### config.mk
export PLATFORM = sky130hd
export DESIGN_NAME = universal_shift_reg
export DESIGN_NICKNAME = d
export VERILOG_FILES = /design/src/rtl/universal_shift_reg.sv
export SDC_FILE = /design/constraint.sdc
export NUM_CORES = 1
export LEC_CHECK = 0
export CORE_ASPECT_RATIO = 0.8
export CORE_MARGIN = 3
export CORE_UTILIZATION = 45
export DETAILED_ROUTE_END_ITERATION = 10
export PLACE_DENSITY = 0.82
export SLEW_MARGIN = 20
export SYNTH_ARGS = -nofsm -noshare
export SYNTH_HDL_FRONTEND = slang
export SYNTH_SLANG_ARGS = --single-unit
### constraint.sdc
create_clock -name clk -period 2.7 [get_ports clk]
set_clock_uncertainty 0.15 [all_clocks]
set_input_delay 0.27 -clock clk [delete_from_list [all_inputs] [get_ports clk]]
set_output_delay 0.27 -clock clk [all_outputs]
set_load 0.05 [all_outputs]
### src/rtl/universal_shift_reg.sv
// universal_shift_reg: parallel-load register with multi-step lane shift/rotate commands.
// Ports:
//   clk, reset            rising-edge clock, asynchronous active-high reset
//   cmd_valid/cmd_ready   command handshake (accepted when both high at a rising edge)
//   cmd_mode              000 nop, 001 load, 010 shl, 011 shr, 100 rol, 101 ror, 11x nop
//   cmd_count             step count for shift/rotate
//   parallel_in           load data
//   serial_in_l/_r        lane inserted at LSB end (left shift) / MSB end (right shift)
//   parallel_out          register contents
//   serial_out_l/_r       top / bottom lane of the register
//   busy, done            multi-step in progress, one-cycle completion pulse
// Define UNI_SHIFT_ROTATE_EN to build the rotate modes; otherwise 100/101 act as nop.
module universal_shift_reg #(
  parameter int DATA_WIDTH = 8,
  parameter int LANE_WIDTH = 1,
  parameter int CNT_WIDTH  = 4
) (
  input  logic                  clk,
  input  logic                  reset,
  input  logic                  cmd_valid,
  output logic                  cmd_ready,
  input  logic [2:0]            cmd_mode,
  input  logic [CNT_WIDTH-1:0]  cmd_count,
  input  logic [DATA_WIDTH-1:0] parallel_in,
  input  logic [LANE_WIDTH-1:0] serial_in_l,
  input  logic [LANE_WIDTH-1:0] serial_in_r,
  output logic [DATA_WIDTH-1:0] parallel_out,
  output logic [LANE_WIDTH-1:0] serial_out_l,
  output logic [LANE_WIDTH-1:0] serial_out_r,
  output logic                  busy,
  output logic                  done
);
  typedef enum logic {IDLE, SHIFTING} state_t;
  state_t                  state, nxt_state;
  logic [DATA_WIDTH-1:0]   data, nxt_data, step_data;
  logic [LANE_WIDTH-1:0]   ins_l, ins_r;
  logic [CNT_WIDTH-1:0]    rem, nxt_rem;
  logic                    right_q, cur_right, armed, nxt_done, is_move;
`ifdef UNI_SHIFT_ROTATE_EN
  logic                    rot_q, cur_rot;
`endif
  assign cmd_ready    = (state == IDLE) && armed;
  assign busy         = (state == SHIFTING);
  assign parallel_out = data;
  assign serial_out_l = data[DATA_WIDTH-1 -: LANE_WIDTH];
  assign serial_out_r = data[LANE_WIDTH-1:0];
  // Direction comes from the live command on the acceptance edge, from the latched copy afterwards.
  always_comb begin
    cur_right = busy ? right_q : cmd_mode[0];
`ifdef UNI_SHIFT_ROTATE_EN
    cur_rot   = busy ? rot_q : cmd_mode[2];
    ins_l     = cur_rot ? data[DATA_WIDTH-1 -: LANE_WIDTH] : serial_in_l;
    ins_r     = cur_rot ? data[LANE_WIDTH-1:0] : serial_in_r;
    is_move   = cmd_mode inside {3'b010, 3'b011, 3'b100, 3'b101};
`else
    ins_l     = serial_in_l;
    ins_r     = serial_in_r;
    is_move   = cmd_mode inside {3'b010, 3'b011};
`endif
    // Concatenate-and-truncate also covers LANE_WIDTH == DATA_WIDTH.
    step_data = cur_right ? DATA_WIDTH'({ins_r, data} >> LANE_WIDTH) : DATA_WIDTH'({data, ins_l});
  end
  always_comb begin
    nxt_state = state;
    nxt_data  = data;
    nxt_rem   = rem;
    nxt_done  = 1'b0;
    if (busy) begin
      nxt_data = step_data;
      nxt_rem  = rem - CNT_WIDTH'(1);
      nxt_state = (rem == CNT_WIDTH'(1)) ? IDLE : SHIFTING;
      nxt_done  = (rem == CNT_WIDTH'(1));
    end else if (cmd_valid && cmd_ready) begin
      nxt_done = 1'b1;
      if (cmd_mode == 3'b001) nxt_data = parallel_in;
      else if (is_move && cmd_count != '0) begin
        nxt_data  = step_data;
        nxt_rem   = cmd_count - CNT_WIDTH'(1);
        nxt_state = (cmd_count == CNT_WIDTH'(1)) ? IDLE : SHIFTING;
        nxt_done  = (cmd_count == CNT_WIDTH'(1));
      end
    end
  end
  always_ff @(posedge clk or posedge reset) begin
    if (reset) begin
      state   <= IDLE;
      data    <= '0;
      rem     <= '0;
      right_q <= 1'b0;
      done    <= 1'b0;
      armed   <= 1'b0;
`ifdef UNI_SHIFT_ROTATE_EN
      rot_q   <= 1'b0;
`endif
    end else begin
      state   <= nxt_state;
      data    <= nxt_data;
      rem     <= nxt_rem;
      done    <= nxt_done;
      armed   <= 1'b1;
      right_q <= busy ? right_q : cmd_mode[0];
`ifdef UNI_SHIFT_ROTATE_EN
      rot_q   <= busy ? rot_q : cmd_mode[2];
`endif
    end
  end
endmodule

# Word-level counts from Yosys, hierarchy flattened
# Cells that the tools add are included.
[totals] memories=0 mem_bits_ro=0 latch_bits=0 in_bits=20 out_inout_bits=13 ramBits=0 ff_bits=16
[classes] magnitude_cmp=0 reduce_logical=10 n_mux=20 n_addsub=2 n_eq_ne=6 div_mod_pow=0 n_mul=0 n_bitwise=1 shift=0
[ops] cell="2-to-1 mux 8 bit" n=5
[ops] cell="2-to-1 mux 4 bit" n=4
[ops] cell="2-to-1 mux 1 bit" n=11
[ops] cell="== test 4 x 1 -> 1 bit (second input constant)" n=2
[ops] cell="subtractor 4 x 1 -> 4 bit (second input constant)" n=2
[ops] cell="== test 3 x 2 -> 1 bit (second input constant)" n=2
[ops] cell="nonzero test 2 bit" n=3
[ops] cell="nonzero test 4 bit" n=1
[ops] cell="== test 3 x 1 -> 1 bit (second input constant)" n=1
[ops] cell="logical AND 1 bit" n=3
[ops] cell="AND reduction 3 bit" n=1
[ops] cell="nonzero test 3 bit" n=1
[ops] cell="inequality test 2 bit (second input constant)" n=1
[ops] cell="AND reduction 2 bit" n=1
[ops] cell="NOT 1 bit" n=1

# Depth between registers and ports, before layout
[depth] depth_word=7 mapped_depth=7

# Worst setup path after synthesis
# No wires, ideal clock.
[synth_timing] path_type="register to register" start="reg state, in the netlist busy" end="reg data[4], in the netlist parallel_out[4]" setup_time_ns=0.125 path_buffers=3 stages_incl_launch_ff=8 arrival_ns=1.918 setup_slack_ns=0.507 path_cell_list="dfrtp_1 -> buf_6 -> or4b_4 -> buf_6 -> buf_6 -> nor2_2 -> a31oi_1 -> mux2_2"
[synth_via] elab_chain_len=6
[synth_lines] element="start, declared" line="34" source="state_t state, nxt_state;"
[synth_lines] element="start signal, assigned" line="96" source="state <= nxt_state;"
[synth_lines] element="2-to-1 mux 1 bit"
[synth_lines] element="2-to-1 mux 8 bit" line="61" source="step_data = cur_right ? DATA_WIDTH'({ins_r, data} >> LANE_WIDTH) : DATA_WIDTH'({data, ins_l});"
[synth_lines] element="2-to-1 mux 8 bit" line="76" source="else if (is_move && cmd_count != '0) begin"
[synth_lines] element="2-to-1 mux 8 bit" line="75" source="if (cmd_mode == 3'b001) nxt_data = parallel_in;"
[synth_lines] element="2-to-1 mux 8 bit" line="73" source="end else if (cmd_valid && cmd_ready) begin"
[synth_lines] element="2-to-1 mux 8 bit" line="68" source="if (busy) begin"
[synth_lines] element="end signal, assigned" line="97" source="data <= nxt_data;"
[synth_lines] element="end, declared" line="35" source="logic [DATA_WIDTH-1:0] data, nxt_data, step_data;"
# Several ways; a longest one is shown, not always the timed one. The select of a mux whose other input is x is not followed.
# A chain may end at the register's enable or synchronous reset.

# Worst setup path after layout
[layout_timing] start="reg state, in the netlist busy" end="out cmd_ready"
[layout_via] elab_chain_len=2
[layout_lines] element="NOT 1 bit" line="42" source="assign cmd_ready = (state == IDLE) && armed;"
[layout_lines] element="logical AND 1 bit" line="42"
[layout_lines] element="end, declared" line="21" source="output logic cmd_ready,"
# Every way passes these cells.

==> key figures <==
Status
  – Outcome: completed

Critical path
  – Flop2flop setup slack: 0.78 ns
  – CP endpoint kind: primary output
  – CP Class: register to primary output
  – Crit path arrival time: around 1.9 ns
  – CP Launch Type: register
  – CP max FO: 16
  – CP required: ~2.3 ns

Floorplan
  – Row count: 14
  – Die H: 49.1 um
  – Io pins: 33
  – Initial Utilization: 0.515
  – Die width: approximately 60 um
  – Core area: between 2000 and 2500 um2
  – Die area: between 2000 and 3000 um2

Synthesis
  – Synth Area per Inst: around 9.2 um2
  – Register area share after synthesis: 0.383
  – Top_reg_cell synth: dfrtp_1
  – Post-synth ARST share: 1.00
  – Seq cells post-synth: 16
  – Netlist cell types: 33
  – Ys Warns: 0
  – Post-Syn Nets: approximately 140
  – Post-synthesis cell area: ~1000 um2
  – Post-synth EDFFs: 0
  – Cells after Synth: 114

Drt
  – DRC violations left: 0
  – Initial DRC Count: 27
  – Final WL: 2.43 mm
  – First-pass DRT Iterations: 4
  – Vias per cell: roughly 5.4
  – Avg WL per Cell: roughly 14 um
  – Final ANT Viol Nets: 0
  – Detailed-route via count: approximately 910

Global route
  – Initial antenna violation count: 0
  – GRT overflow: 0
  – First-pass GRT wire length: 4.13 mm
  – GRT Overall Usage: 0.184
  – Number of global-route vias before repair: 866
  – Largest net degree at the start of global routing: 18

Final layout
  – Fraction of final layout cells sized beyond drive strength 1: 0.145
  – Ant diodes: 0
  – Commonest non-fill, non-tap cell in the layout: clkdlybuf4s50_1
  – Filler cells: roughly 170
  – Final Net Count: 170
  – Area grow syn2layout: 32.9%
  – Most frequent cells in the layout: 32 x clkdlybuf4s50_1, 22 x nand2_1, 16 x dfrtp_1

Clocking
  – CTS Buffer Depth: 2
  – CTS Hold Bufs: 0
  – Setup bufs post-CTS: 0
  – CTS buffer count: 3
  – Clock root buffer: clkbuf_4
  – Sink Count: 16
  – Cts repair resizes: 0
  – Worst-path clk slew: approximately 0.090 ns
  – CTS tree: done
  – H-tree levels: 1
  – Clk_lat worst skew: 0.28 ns

Timing
  – Final setup fails: 0
  – Worst hold slack: about 0.20 ns
  – Period utilisation layout: 0.855
  – Final min period: between 2 and 2.5 ns
  – Worst-margin pin slew: approximately 0.6 ns
  – Fin. max-slew vios: 0
  – Post-route setup TNS: 0 ns
  – Final Hold Viols: 0
  – Rel. slew slack: 0.594
  – RSZ-0062 raised after global routing: no
  – Fmax achieved: between 400 and 500 MHz

Pwr
  – Leakage: between 0.6 and 0.7 nW
  – Power Dens Cells: 1200 nW/um2
  – Max VDD drop: 798 uV
  – Total power: 1.67 mW

Hold path
  – Worst hold path class: input pin to async pin

Flow run
  – Max Cap Viol: 0

Place
  – Post-DP HPWL: ~1.9 mm
  – Port buffer count: 32
  – Final Wtd Congestion: ~0.92
## metrics by stage
| step | cell area [um2] | cells | util | setup slack (ns) |
|---|---|---|---|---|
| after floorplan | 1050 | 114 | - | 0.507 |
| after global placement | 1350 | 165 | 0.666 | 0.283 |
| after detailed placement | 1350 | 165 | 0.666 | 0.191 |
| after CTS | 1390 | 169 | 0.684 | 0.378 |
| after global routing | 1390 | 169 | 0.684 | 0.325 |
| final | 1390 | 169 | 0.684 | 0.393 |
## worst max-delay path, cell delays in order (launching register included)
cell and delay [ns]:
dfrtp_1 0.45, buf_4 0.22, nor2b_1 0.12, clkdlybuf4s50_1 0.81
## final cells by class
cell class                 count  area [um2]  share of cell area
multi-input combinational     85         566               0.407
tap                           24        30.0              0.0216
timing repair buffer          34         335               0.241
sequential                    16         400               0.288
clock buffer                   4        36.3              0.0261
inverter                       6        22.5              0.0162
## cells in the mapped netlist (2+ instances only)
library cell	n	area, um2
a31oi_1	8	50.1
nand2_1	22	82.6
nor2_2	2	12.5
inv_1	5	18.8
mux2_2	9	101
dfrtp_1	16	400
buf_6	3	33.8
nor2b_1	3	18.8
a2bb2oi_1	2	17.5
nor3_1	2	10.0
nor2_1	13	48.8
xor2_1	2	17.5
buf_4	2	15.0
ha_1	4	50.1
o31ai_1	3	22.5
## metal layers
layer  GRT usage  routed length [um]
met5           0                   0
met4      0.0332                  12
met3      0.0582                 117
met2       0.284                1180
met1       0.252                1120
## power by group
| group | switching [mW] | internal [mW] |
|---|---|---|
| logic | 0.626 | 0.436 |
| registers | 0.105 | 0.349 |
| clock network | 0.0718 | 0.0821 |
## path summary, 6_finish.rpt
check | from | to | depth (start not counted)
min in group clk | rem[0] | rem[0] | 1
min reg2reg | rem[0] | rem[0] | 1
min | reset | parallel_out[5] | 2
max in group asynchronous | reset | rem[1] | 2
max reg2reg | busy | parallel_out[4] | 5
max | busy | cmd_ready | 3
## sequential cells by signal, summed over array words and instances, names as in the netlist
name / cells
rem: 4
parallel_out: 8
armed: 1
done: 1
right_q: 1
busy: 1
## cells by family after synthesis
| group | synth area share |
|---|---|
| flip-flops | 0.383 |
| AO/OA/AOI/OAI | 0.147 |
| AND/OR/NAND/NOR | 0.197 |
| adder cells (fa/ha/maj) | 0.0478 |
| XOR/XNOR | 0.0167 |
| multiplexers | 0.128 |
| other | 0.00359 |
| buffers and inverters | 0.0765 |
Power figures use the tool's default switching activity.
